==> config.mk <==
export PLATFORM = sky130hd
export DESIGN_NAME = spi_master_gen2
export DESIGN_NICKNAME = d
export VERILOG_FILES = /design/src/rtl/spi_master_gen2_pkg.sv /design/src/rtl/spi_master_gen2_clk_gen.sv /design/src/rtl/spi_master_gen2.sv
export SDC_FILE = /design/constraint.sdc
export NUM_CORES = 1
export LEC_CHECK = 0
export CAP_MARGIN = 15
export CORE_ASPECT_RATIO = 1.4
export CORE_MARGIN = 2
export CORE_UTILIZATION = 60
export CTS_BUF_LIST = sky130_fd_sc_hd__clkbuf_2
export DETAILED_ROUTE_END_ITERATION = 7
export PLACE_DENSITY = 0.87
export REMOVE_ABC_BUFFERS = 1
export SETUP_SLACK_MARGIN = 0.2
export SLEW_MARGIN = 20
export SYNTH_ARGS = -nofsm -noshare
export SYNTH_HDL_FRONTEND = slang
export SYNTH_SLANG_ARGS = --single-unit
==> constraint.sdc <==
create_clock -name Pclk -period 4.1 [get_ports Pclk]
set_input_delay 0.82 -clock Pclk [delete_from_list [all_inputs] [get_ports Pclk]]
set_output_delay 0.82 -clock Pclk [all_outputs]
set_load 0.02 [all_outputs]
==> src/rtl/spi_master_gen2_pkg.sv <==
// spi_master_gen2_pkg: shared FSM state type and mode-field bit positions
// for the SPI master and its clock generator.
package spi_master_gen2_pkg;

  typedef enum logic [1:0] {
    IDLE,
    LEAD,
    XFER,
    TRAIL
  } state_t;

  localparam int CPOL_BIT = 1;
  localparam int CPHA_BIT = 0;

endpackage

==> src/rtl/spi_master_gen2_clk_gen.sv <==
// spi_clk_gen: divider counter that emits one tick per clk_div cycles,
// plus SCLK level and leading/trailing edge strobes during a transfer.
module spi_clk_gen
  import spi_master_gen2_pkg::*;
#(
  parameter int DIV_W = 8
) (
  input  logic             Pclk,
  input  logic             Preset,
  input  logic             run,
  input  logic             xfer,
  input  logic             load,
  input  logic             cpol_in,
  input  logic             cpol,
  input  logic [DIV_W-1:0] div,
  output logic             tick,
  output logic             lead_edge,
  output logic             trail_edge,
  output logic             sclk
);

  logic [DIV_W-1:0] cnt;

  // cnt restarts on every tick, so div=1 ticks every cycle with cnt pinned at 0
  assign tick       = run && (cnt == div - DIV_W'(1));
  assign lead_edge  = xfer && tick && (sclk == cpol);
  assign trail_edge = xfer && tick && (sclk != cpol);

  always_ff @(posedge Pclk or posedge Preset) begin
    if (Preset) begin
      cnt  <= '0;
      sclk <= 1'b0;
    end else begin
      if (!run || tick) cnt <= '0;
      else              cnt <= cnt + DIV_W'(1);
      if (load)              sclk <= cpol_in;
      else if (xfer && tick) sclk <= ~sclk;
    end
  end

endmodule

==> src/rtl/spi_master_gen2.sv <==
// spi_master_gen2: SPI master with runtime mode, divider and chip select.
// Define SPI_MASTER_LSB_FIRST_EN to add a latched lsb_first bit-order port.
module spi_master_gen2
  import spi_master_gen2_pkg::*;
#(
  parameter  int DATA_W = 8,
  parameter  int NUM_CS = 4,
  parameter  int DIV_W  = 8,
  localparam int CS_W   = (NUM_CS > 1) ? $clog2(NUM_CS) : 1
) (
  input  logic              Pclk,
  input  logic              Preset,
  input  logic [DIV_W-1:0]  clk_div,
  input  logic [1:0]        mode,
  input  logic [CS_W-1:0]   cs_sel,
  input  logic              start,
  input  logic [DATA_W-1:0] tx_data,
`ifdef SPI_MASTER_LSB_FIRST_EN
  input  logic              lsb_first,
`endif
  output logic [DATA_W-1:0] rx_data,
  output logic              busy,
  output logic              done,
  output logic              sclk,
  output logic              mosi,
  input  logic              miso,
  output logic [NUM_CS-1:0] cs_n
);

  localparam int ECW = $clog2(2 * DATA_W);
  localparam logic [ECW-1:0]  LAST_E  = ECW'(2 * DATA_W - 1);
  localparam logic [CS_W:0]   NCS_LIM = (CS_W + 1)'(NUM_CS);

  state_t state_q, state_d;

  logic [DATA_W-1:0] sh, rx_sh, tx_ord, rx_ord;
  logic [DIV_W-1:0]  div_q;
  logic [ECW-1:0]    edge_cnt;
  logic              cpol_q, cpha_q;
  logic              accept, tick, lead_edge, trail_edge;
  logic              last_edge, shift_ev, samp_ev;

  assign accept = (state_q == IDLE) && start
               && ({1'b0, cs_sel} < NCS_LIM);
  assign busy   = (state_q != IDLE);

`ifdef SPI_MASTER_LSB_FIRST_EN
  logic lsb_q;

  function automatic logic [DATA_W-1:0] bit_rev(
    input logic [DATA_W-1:0] v
  );
    for (int i = 0; i < DATA_W; i++) bit_rev[i] = v[DATA_W-1-i];
  endfunction

  // LSB-first is MSB-first on a mirrored word in both directions
  assign tx_ord = lsb_first ? bit_rev(tx_data) : tx_data;
  assign rx_ord = lsb_q ? bit_rev(rx_sh) : rx_sh;

  always_ff @(posedge Pclk or posedge Preset) begin
    if (Preset)      lsb_q <= 1'b0;
    else if (accept) lsb_q <= lsb_first;
  end
`else
  assign tx_ord = tx_data;
  assign rx_ord = rx_sh;
`endif

  spi_clk_gen #(
    .DIV_W (DIV_W)
  ) u_clk_gen (
    .Pclk       (Pclk),
    .Preset     (Preset),
    .run        (busy),
    .xfer       (state_q == XFER),
    .load       (accept),
    .cpol_in    (mode[CPOL_BIT]),
    .cpol       (cpol_q),
    .div        (div_q),
    .tick       (tick),
    .lead_edge  (lead_edge),
    .trail_edge (trail_edge),
    .sclk       (sclk)
  );

  assign last_edge = (edge_cnt == LAST_E);
  assign shift_ev  = cpha_q ? lead_edge : (trail_edge && !last_edge);
  assign samp_ev   = cpha_q ? trail_edge : lead_edge;

  always_ff @(posedge Pclk or posedge Preset) begin
    if (Preset) state_q <= IDLE;
    else        state_q <= state_d;
  end

  always_comb begin
    state_d = state_q;
    unique case (state_q)
      IDLE:    if (accept)             state_d = LEAD;
      LEAD:    if (tick)               state_d = XFER;
      XFER:    if (tick && last_edge)  state_d = TRAIL;
      TRAIL:   if (tick)               state_d = IDLE;
      default:                         state_d = IDLE;
    endcase
  end

  always_ff @(posedge Pclk or posedge Preset) begin
    if (Preset) begin
      sh       <= '0;
      rx_sh    <= '0;
      rx_data  <= '0;
      mosi     <= 1'b0;
      cs_n     <= '1;
      done     <= 1'b0;
      div_q    <= DIV_W'(1);
      edge_cnt <= '0;
      cpol_q   <= 1'b0;
      cpha_q   <= 1'b0;
    end else begin
      done <= 1'b0;
      if (accept) begin
        // CPHA=0 presents the first bit now; CPHA=1 waits for the first edge
        sh       <= mode[CPHA_BIT] ? tx_ord : (tx_ord << 1);
        mosi     <= mode[CPHA_BIT] ? 1'b0 : tx_ord[DATA_W-1];
        cs_n     <= ~(NUM_CS'(1) << cs_sel);
        div_q    <= (clk_div == '0) ? DIV_W'(1) : clk_div;
        cpol_q   <= mode[CPOL_BIT];
        cpha_q   <= mode[CPHA_BIT];
        edge_cnt <= '0;
        rx_sh    <= '0;
      end else begin
        if (lead_edge || trail_edge) edge_cnt <= edge_cnt + ECW'(1);
        if (shift_ev) begin
          mosi <= sh[DATA_W-1];
          sh   <= sh << 1;
        end
        if (samp_ev) rx_sh <= {rx_sh[DATA_W-2:0], miso};
        if (state_q == TRAIL && tick) begin
          rx_data <= rx_ord;
          done    <= 1'b1;
          cs_n    <= '1;
          mosi    <= 1'b0;
        end
      end
    end
  end

endmodule

After elaboration in Yosys (flattened, before gate mapping)
Index checks and enable logic that the tools add are counted.
- add/sub/neg operators: 3
- multiply operators: 0
- divide/modulo/power cells: 0
- order comparisons: 0
- equality and inequality tests: 11
- shift-type cells: 1
- muxes and demuxes: 26
- bitwise gates (word level): 3
- reduce and logical (&&, ||, !) cells: 23
- operators by type and width (kind ; count):
    $mux 8 ; 7
    $mux 4 ; 4
    $reduce_bool 2->1 ; 6
    $mux 1 ; 10
    $add 8x1->8 const B ; 1
    $eq 8x8->1 ; 1
    $logic_and 1x1->1 ; 8
    $logic_not 8->1 ; 1
    $mux 2 ; 4
    $ne 2x2->1 const B ; 4
    $pmux 2 s4 ; 1
    $sub 8x1->8 const B ; 1
    $add 4x1->4 const B ; 1
    $eq 2x2->1 const B ; 2
    $eq 4x4->1 const B ; 1
    $not 4->4 ; 1
    $reduce_and 4->1 ; 1
    $shl 1x2->4 const A ; 1
    $reduce_bool 3->1 ; 1
    $eq 2x1->1 const B ; 1
    $logic_not 1->1 ; 2
    $logic_not 2->1 ; 1
    $logic_or 1x1->1 ; 2
    $not 1->1 ; 2
    3 further kinds ; 3
- register bits after elaboration: 55
- bits in latches: 0
- RAM bits: 0
- ROM bits: 0
- input bits: 24
- output and inout bits: 16
- word-level logic and storage cells: 80
- memories: 0

Longest topological paths before layout
Gate-level depths: netlist of run 1.
- word-level depth: 10
- mapped depth: 9
- mapped depth without buffers: 9

Hierarchy
A second synthesis of run 1 with hierarchy kept.
- cell total of the unflattened synthesis: 275
- area, all modules: 2861.5 um^2
- modules (own cells, without submodules) (module ; times used ; cells each ; area each (um^2) ; seq. area each (um^2)):
    spi_master_gen2 ; 1 ; 196 ; 2153.3 ; 1157.4
    spi_clk_gen ; 1 ; 79 ; 708.2 ; 225.2

Worst setup path before layout of run 1
No wires, ideal clock.
- kind: register to register
- start point: register div_q[3]
- end point: register rx_data[0]
- library setup time: 125 ps
- arrival time: 2254 ps
- required time: 3975 ps
- path slack: 1721 ps
- cell stages (with the launch flop): 7
- buffers on the path: 0
- path through: dfrtp_1 -> or3_1 -> or3_4 -> a211o_1 -> nor4_4 -> nand3_4 -> mux2_2
- cells in the longest elaborated chain, start to end: 5
- RTL lines (item ; line ; text):
    start, declared ; spi_master_gen2.sv:37 ; logic [DIV_W-1:0] div_q;
    start signal, assigned ; spi_master_gen2.sv:125 ; div_q <= (clk_div == '0) ? DIV_W'(1) : clk_div;
    $sub 8x1->8 ; spi_master_gen2_clk_gen.sv:25 ; assign tick = run && (cnt == div - DIV_W'(1));
    $eq 8x8->1 ; spi_master_gen2_clk_gen.sv:25 ;
    $logic_and 1x1->1 ; spi_master_gen2_clk_gen.sv:25 ;
    $logic_and 1x1->1 ; spi_master_gen2.sv:137 ; if (state_q == TRAIL && tick) begin
    $reduce_and 2->1 (no source line) ; n/a ;
    end signal, assigned ; spi_master_gen2.sv:138 ; rx_data <= rx_ord;
    end, declared ; spi_master_gen2.sv:21 ; output logic [DATA_W-1:0] rx_data,
No other way between the ends.
A chain may end at the register's enable or synchronous reset.

Worst setup path in the final report of run 1
- start point: register state_q[1]
- end point: output busy
- cells in the longest elaborated chain, start to end: 1
- RTL lines (item ; line ; text):
    start, declared ; spi_master_gen2.sv:34 ; state_t state_q, state_d;
    start signal, assigned ; spi_master_gen2.sv:92 ; else state_q <= state_d;
    $reduce_bool 2->1 ; spi_master_gen2.sv:45 ; assign busy = (state_q != IDLE);
    end, declared ; spi_master_gen2.sv:22 ; output logic busy,
No other way between the ends.

==> impl_metrics.tcl, run 1 <==
set metrics [dict create \
    gp_congestion 0.837 \
    async_flop_share_pct 100 \
    place_ws_ps 1440 \
    cts_setup_buffers 0 \
    yosys_register_bits 55 \
    syn_inst 282 \
    cts_htree_levels 2 \
    fillCellCount 332 \
    grt_max_degree 56 \
    cp_max_fo 7 \
    skew_ps 11.5 \
    antenna_found_initial 0 \
    netlist_area_mm2 0.00284 \
    yosys_warnings 0 \
    critPathArrivalTime_ps 2110 \
    dr.first_iter.drc_count 139 \
    cts.path.max_buffers 2 \
    drc 0 \
    cp-end-kind "primary output" \
    coreArea_mm2 0.00454 \
    outcome "completed" \
    row_count 29 \
    overflow 0 \
    netSwitchingPower_uw 902 \
    area_delta_synth_final_pct 17.2 \
    finalCritPeriodShare_pct 71.4 \
    cts_tree "yes" \
    drv_slew 0 \
    final.setup.worst_slack_ps 1170 \
    maxCapViolations 0 \
    antenna_cells 0 \
    cell_internal_pwr_mw 1.26 \
    synth-main-ff-cell "dfrtp_1" \
    clkSinkCount 55 \
    layout_commonest_cell "dfrtp_1" \
    dp_hpwl_um 4060 \
    numCtsBuffers 5 \
    worst_pin_slew_ps 985 \
    rsz0062_at_grt "no" \
    finalHoldViolCount 0 \
    max_freq_mhz 342 \
    clkPwrFrac_pct 10.1 \
    seqPwrFrac_pct 41.3 \
    critPathLaunchType "flip-flop" \
    root_buffer "clkbuf_2" \
    yosysSeqAreaShare_pct 48.7 \
    slew_headroom_pct 34.3 \
    synth_edf_count 0 \
    layout_common_cells "dfrtp_1 (50), clkdlybuf4s50_1 (39), nand2_1 (36)" \
    syn_area_per_cell_um2 10.1 \
    cts-resized-gates 0 \
    setup_viol 0 \
    start_util_pct 62.6 \
    grt_pass1_vias 2112 \
    setup_tns_ps 0 \
    ir_drop_mv 0.350 \
    grtUsageTotal_pct 22.3 \
    post_route_cells_drive_above_1_share_pct 9.97 \
    pin_count 40 \
    dieArea_mm2 0.00531 \
    clkTransAtPathRegs_ps 270 \
    port-buffer-count 39 \
    avgViaCountPerCell 5.70 \
    drtPass1Iterations 4 \
    final_antenna_net_count 0 \
    die_x_um 62.2 \
    grt_pass1_wl_um 9440 \
    hold_path_class "reg -> reg" \
    worstSkewPairLatency_ps 450 \
    netlist-cell-type-count 42 \
    worstSetupPathType "reg -> out" \
    wirelength_um 5480 \
    die_h_um 85.4 \
    vias 2185 \
    p_leak_nw 1.52 \
    fin_crit_ps 2930 \
    cts_hold_buf 0 \
    wl_per_cell_um 14.3 \
    combinationalPowerShare_pct 48.6 \
    swShare_pct 41.7 \
    nNetsFinal 352 \
    powerDensity_mw_per_mm2 649 \
    cp_data_required_time_ps 3280 \
]
==> logic make-up after synthesis <==
| logic type | after synthesis | share of synthesized area, % |
|---|---|---|
| buffers and inverters | 19 | 2.55 |
| muxes | 21 | 7.84 |
| and+or+nand+nor | 115 | 20.7 |
| AOI/OAI and AO/OA | 47 | 11.4 |
| DFF | 55 | 48.7 |
| xor gates and xnor gates | 17 | 5.24 |
| adders and majority gates | 8 | 3.52 |
==> power groups by stage <==
stage / clock network (mW) / registers (mW) / logic, mW
final: 0.218 / 0.894 / 1.05
after global routing: 0.247 / 0.924 / 1.16
after CTS: 0.224 / 0.895 / 1.06
after detailed placement: 0 / 0.906 / 1.05
after global placement: 0 / 0.895 / 1.02
after floorplan: 0 / 0.941 / 0.683
==> sequential cells by signal, indices dropped and copies added, names as in the netlist <==
register,cells
done,1
mosi,1
cpol_q,1
cs_n,4
sh,8
edge_cnt,4
u_clk_gen.cnt,8
u_clk_gen.sclk,1
state_q,2
rx_data,8
cpha_q,1
div_q,8
rx_ord,8
==> critical path, stage by stage, from the launching register on <==
cell and delay, ps:
dfrtp_1 460, inv_1 100, ha_1 260, inv_1 200, clkdlybuf4s50_1 640
==> cells in the mapped netlist (2+ instances only) <==
| library cell | n | area share [%] |
|---|---|---|
| dfrtp_1 | 50 | 44 |
| nand2_1 | 36 | 4.8 |
| nor2_1 | 22 | 2.9 |
| nand3_1 | 17 | 3.0 |
| o211ai_1 | 13 | 3.4 |
| mux2i_1 | 11 | 3.9 |
| inv_1 | 10 | 1.3 |
| mux2_2 | 10 | 4.0 |
| xor2_1 | 10 | 3.1 |
| ha_1 | 8 | 3.5 |
| nand2b_1 | 8 | 1.8 |
| clkbuf_1 | 7 | 0.92 |
| o21ai_0 | 7 | 1.2 |
| xnor2_1 | 7 | 2.2 |
| a31oi_1 | 6 | 1.3 |
| a21oi_1 | 5 | 0.88 |
| dfstp_2 | 5 | 4.6 |
| nor3_1 | 5 | 0.88 |
| or3_1 | 5 | 1.1 |
| a211oi_1 | 3 | 0.79 |
| and2_1 | 3 | 0.66 |
| nand4_1 | 3 | 0.66 |
| nor4_1 | 3 | 0.66 |
| o31a_1 | 3 | 0.92 |
| a211o_1 | 2 | 0.62 |
| a22oi_1 | 2 | 0.53 |
| a31o_2 | 2 | 0.62 |
| and3_1 | 2 | 0.44 |
| nand3b_1 | 2 | 0.53 |
| nor4b_1 | 2 | 0.62 |
| or2_2 | 2 | 0.44 |
==> path summary, 6_finish.rpt <==
kind	endpoint	slack (ps)	from	cells after the start
max in group asynchronous	u_clk_gen.cnt[1]	2760	Preset	2
hold / removal	cs_n[0]	520	cs_n[0]	2
min in group asynchronous	rx_ord[1]	810	Preset	2
setup / recovery	busy	1170	state_q[1]	4
setup reg to reg	sh[1]	1470	div_q[3]	6
hold reg to reg	cs_n[0]	520	cs_n[0]	2
==> cell type report <==
class	count	area, um2	area share, %
multi-input combinational	208	1390	41.6
sequential	55	1380	41.5
timing repair buffer	40	398	11.9
clock inverter	3	22.5	0.676
tap	62	77.6	2.33
clock buffer	5	25.0	0.751
inverter	10	38.8	1.16
==> per-stage QoR <==
step / std cells / util (%) / area [um2] / total power, mW / hold WS [ps]
2_1_floorplan: 273 / - / 2810 / 1.62 / 465
4_1_cts: 383 / 73.4 / 3330 / 2.18 / 526
3_5_place_dp: 375 / 72.4 / 3280 / 1.95 / 491
3_3_place_gp: 375 / 72.4 / 3280 / 1.92 / 467
5_1_grt: 383 / 73.4 / 3330 / 2.33 / 542
6_report: 383 / 73.4 / 3330 / 2.16 / 524
==> metal layers <==
metal	track usage [%]	wire length (um)	share of wire, %
met1	25.6	2210	40
met2	40.7	2980	54
met3	5.31	211	3.8
met4	7.47	82	1.5
met5	0	0	0
No activity file was read; power rests on OpenSTA's default activity.
==> run 2: changes to the inputs <==
CORE_UTILIZATION = 56   (was 60)
PLACE_DENSITY = 0.82   (was 0.87)
clock period = 2.7 ns   (was 4.1 ns; I/O delays follow)
==> impl_metrics.tcl, run 2 (synthesis results as in run 1) <==
set metrics [dict create \
    r2r-start "div_q[3]" \
    rrSetupSlack_ps 150 \
    wirelength_um 5970 \
    avgViaCountPerCell 5.80 \
    antenna_cells 0 \
    die_h_um 88.3 \
    cts_htree_levels 2 \
    skew_ps 44.9 \
    setup_viol 0 \
    rsz0062_at_grt "yes" \
    reg2reg_to "rx_data[0]" \
    drv_slew 0 \
    nNetsFinal 360 \
    drc 0 \
    gp_congestion 0.961 \
    area_delta_synth_final_pct 19.9 \
    cts_setup_buffers 0 \
    dp.cells 385 \
    setup_tns_ps 0 \
    wl_per_cell_um 15.2 \
    crit_slowest_cell "dfrtp_2" \
    hold_path_class "in -> async" \
    finalCritPeriodShare_pct 94.5 \
    dieArea_mm2 0.00567 \
    p_leak_nw 1.55 \
    vias 2279 \
    overflow 0 \
    power.total_mw 3.34 \
    finalHoldViolCount 0 \
    grtUsageTotal_pct 23.1 \
    final_antenna_net_count 0 \
    post-route-util_pct 69.8 \
    clkTransAtPathRegs_ps 300 \
    row_count 30 \
    rr_worst_depth 6 \
    fin_crit_ps 2550 \
    maxCapViolations 0 \
    ir_drop_mv 0.599 \
    dr.first_iter.drc_count 164 \
    pin_count 40 \
    slew_headroom_pct 62.9 \
    cp_max_fo 10 \
    cts_tree "yes" \
    grt_pass1_wl_um 10200 \
    outcome "completed" \
    crit_chain "or3_1 > or3_4 > a211o_1 > nor4_4 > nand3_4 > mux2_2" \
    critPathMaxStageDelay_ps 500 \
    critPathLaunchType "flip-flop" \
    max_freq_mhz 392 \
    post_route_cells_drive_above_1_share_pct 12.5 \
    root_buffer "clkbuf_2" \
    numCtsBuffers 5 \
    worst_pin_slew_ps 555 \
    die_x_um 64.2 \
    clkSinkCount 55 \
    layout_commonest_cell "dfrtp_1" \
    cp-end-kind "flip-flop" \
    coreArea_mm2 0.00488 \
    layout_common_cells "dfrtp_1 (49), clkdlybuf4s50_1 (38), nand2_1 (36)" \
    powerDensity_mw_per_mm2 980 \
    grt_pass1_vias 2258 \
    critPathArrivalTime_ps 2910 \
    dp_hpwl_um 4340 \
    cp_data_required_time_ps 3050 \
    grt_max_degree 56 \
    cts.path.max_buffers 2 \
    worstSkewPairLatency_ps 470 \
    worstSetupPathType "reg -> reg" \
    antenna_found_initial 0 \
    instances_no_fill 393 \
    start_util_pct 58.2 \
    cts_hold_buf 0 \
    drtPass1Iterations 5 \
    port-buffer-count 39 \
]
-- run 2: critical path: cells and delay by family (launching register included) --
| family | cells | cell delay [ps] |
|---|---|---|
| simple gates | 4 | 1300 |
| flops | 1 | 500 |
| compound gates | 1 | 350 |
| mux | 1 | 320 |
-- run 2: what timing repair did --
item                       4_1_cts  5_1_grt
resized for setup                2        3
setup endpoints to repair        9       18
pin swaps                        0        1
-- run 2: where the power goes --
part	leakage, nW	internal, mW	switching (mW)
logic	0.848	0.744	0.921
clock network	0.0241	0.0575	0.252
registers	0.677	1.12	0.239
total	1.55	1.92	1.41
-- run 2: layer usage --
layer  vias up  global-route usage (%)  part of all wire, %
met2        63                    40.7                   52
met5         -                       0                    0
met4         0                    8.32                  1.3
met1      1115                    28.9                   42
met3        10                    3.69                  4.3
li1       1091                       -                    -
-- run 2: worst max path at each step --
stage                  start         end  slack (ps)  depth (start not counted)
finish              div_q[3]  rx_data[0]         150                          6
CTS                 div_q[3]  rx_data[0]         160                          6
global route        div_q[3]  rx_data[3]          70                          6
floorplan           div_q[3]  rx_data[0]         320                          6
global placement    div_q[3]  rx_data[6]         220                          6
detailed placement  div_q[3]  rx_data[7]         170                          6
-- run 2: final cells by class --
class	instances	area, um2
inverter	10	37.5
sequential	55	1380
clock inverter	3	15.0
clock buffer	5	25.0
multi-input combinational	208	1400
tap	64	80.1
fill	399	1470
timing repair buffer	48	469
-- run 2: stage by stage --
stage	area (um2)	worst slack, ps	hold WS, ps
floorplan	2810	321	465
global placement	3360	221	470
detailed placement	3360	170	483
CTS	3400	164	396
global route	3410	73.1	394
finish	3410	149	375
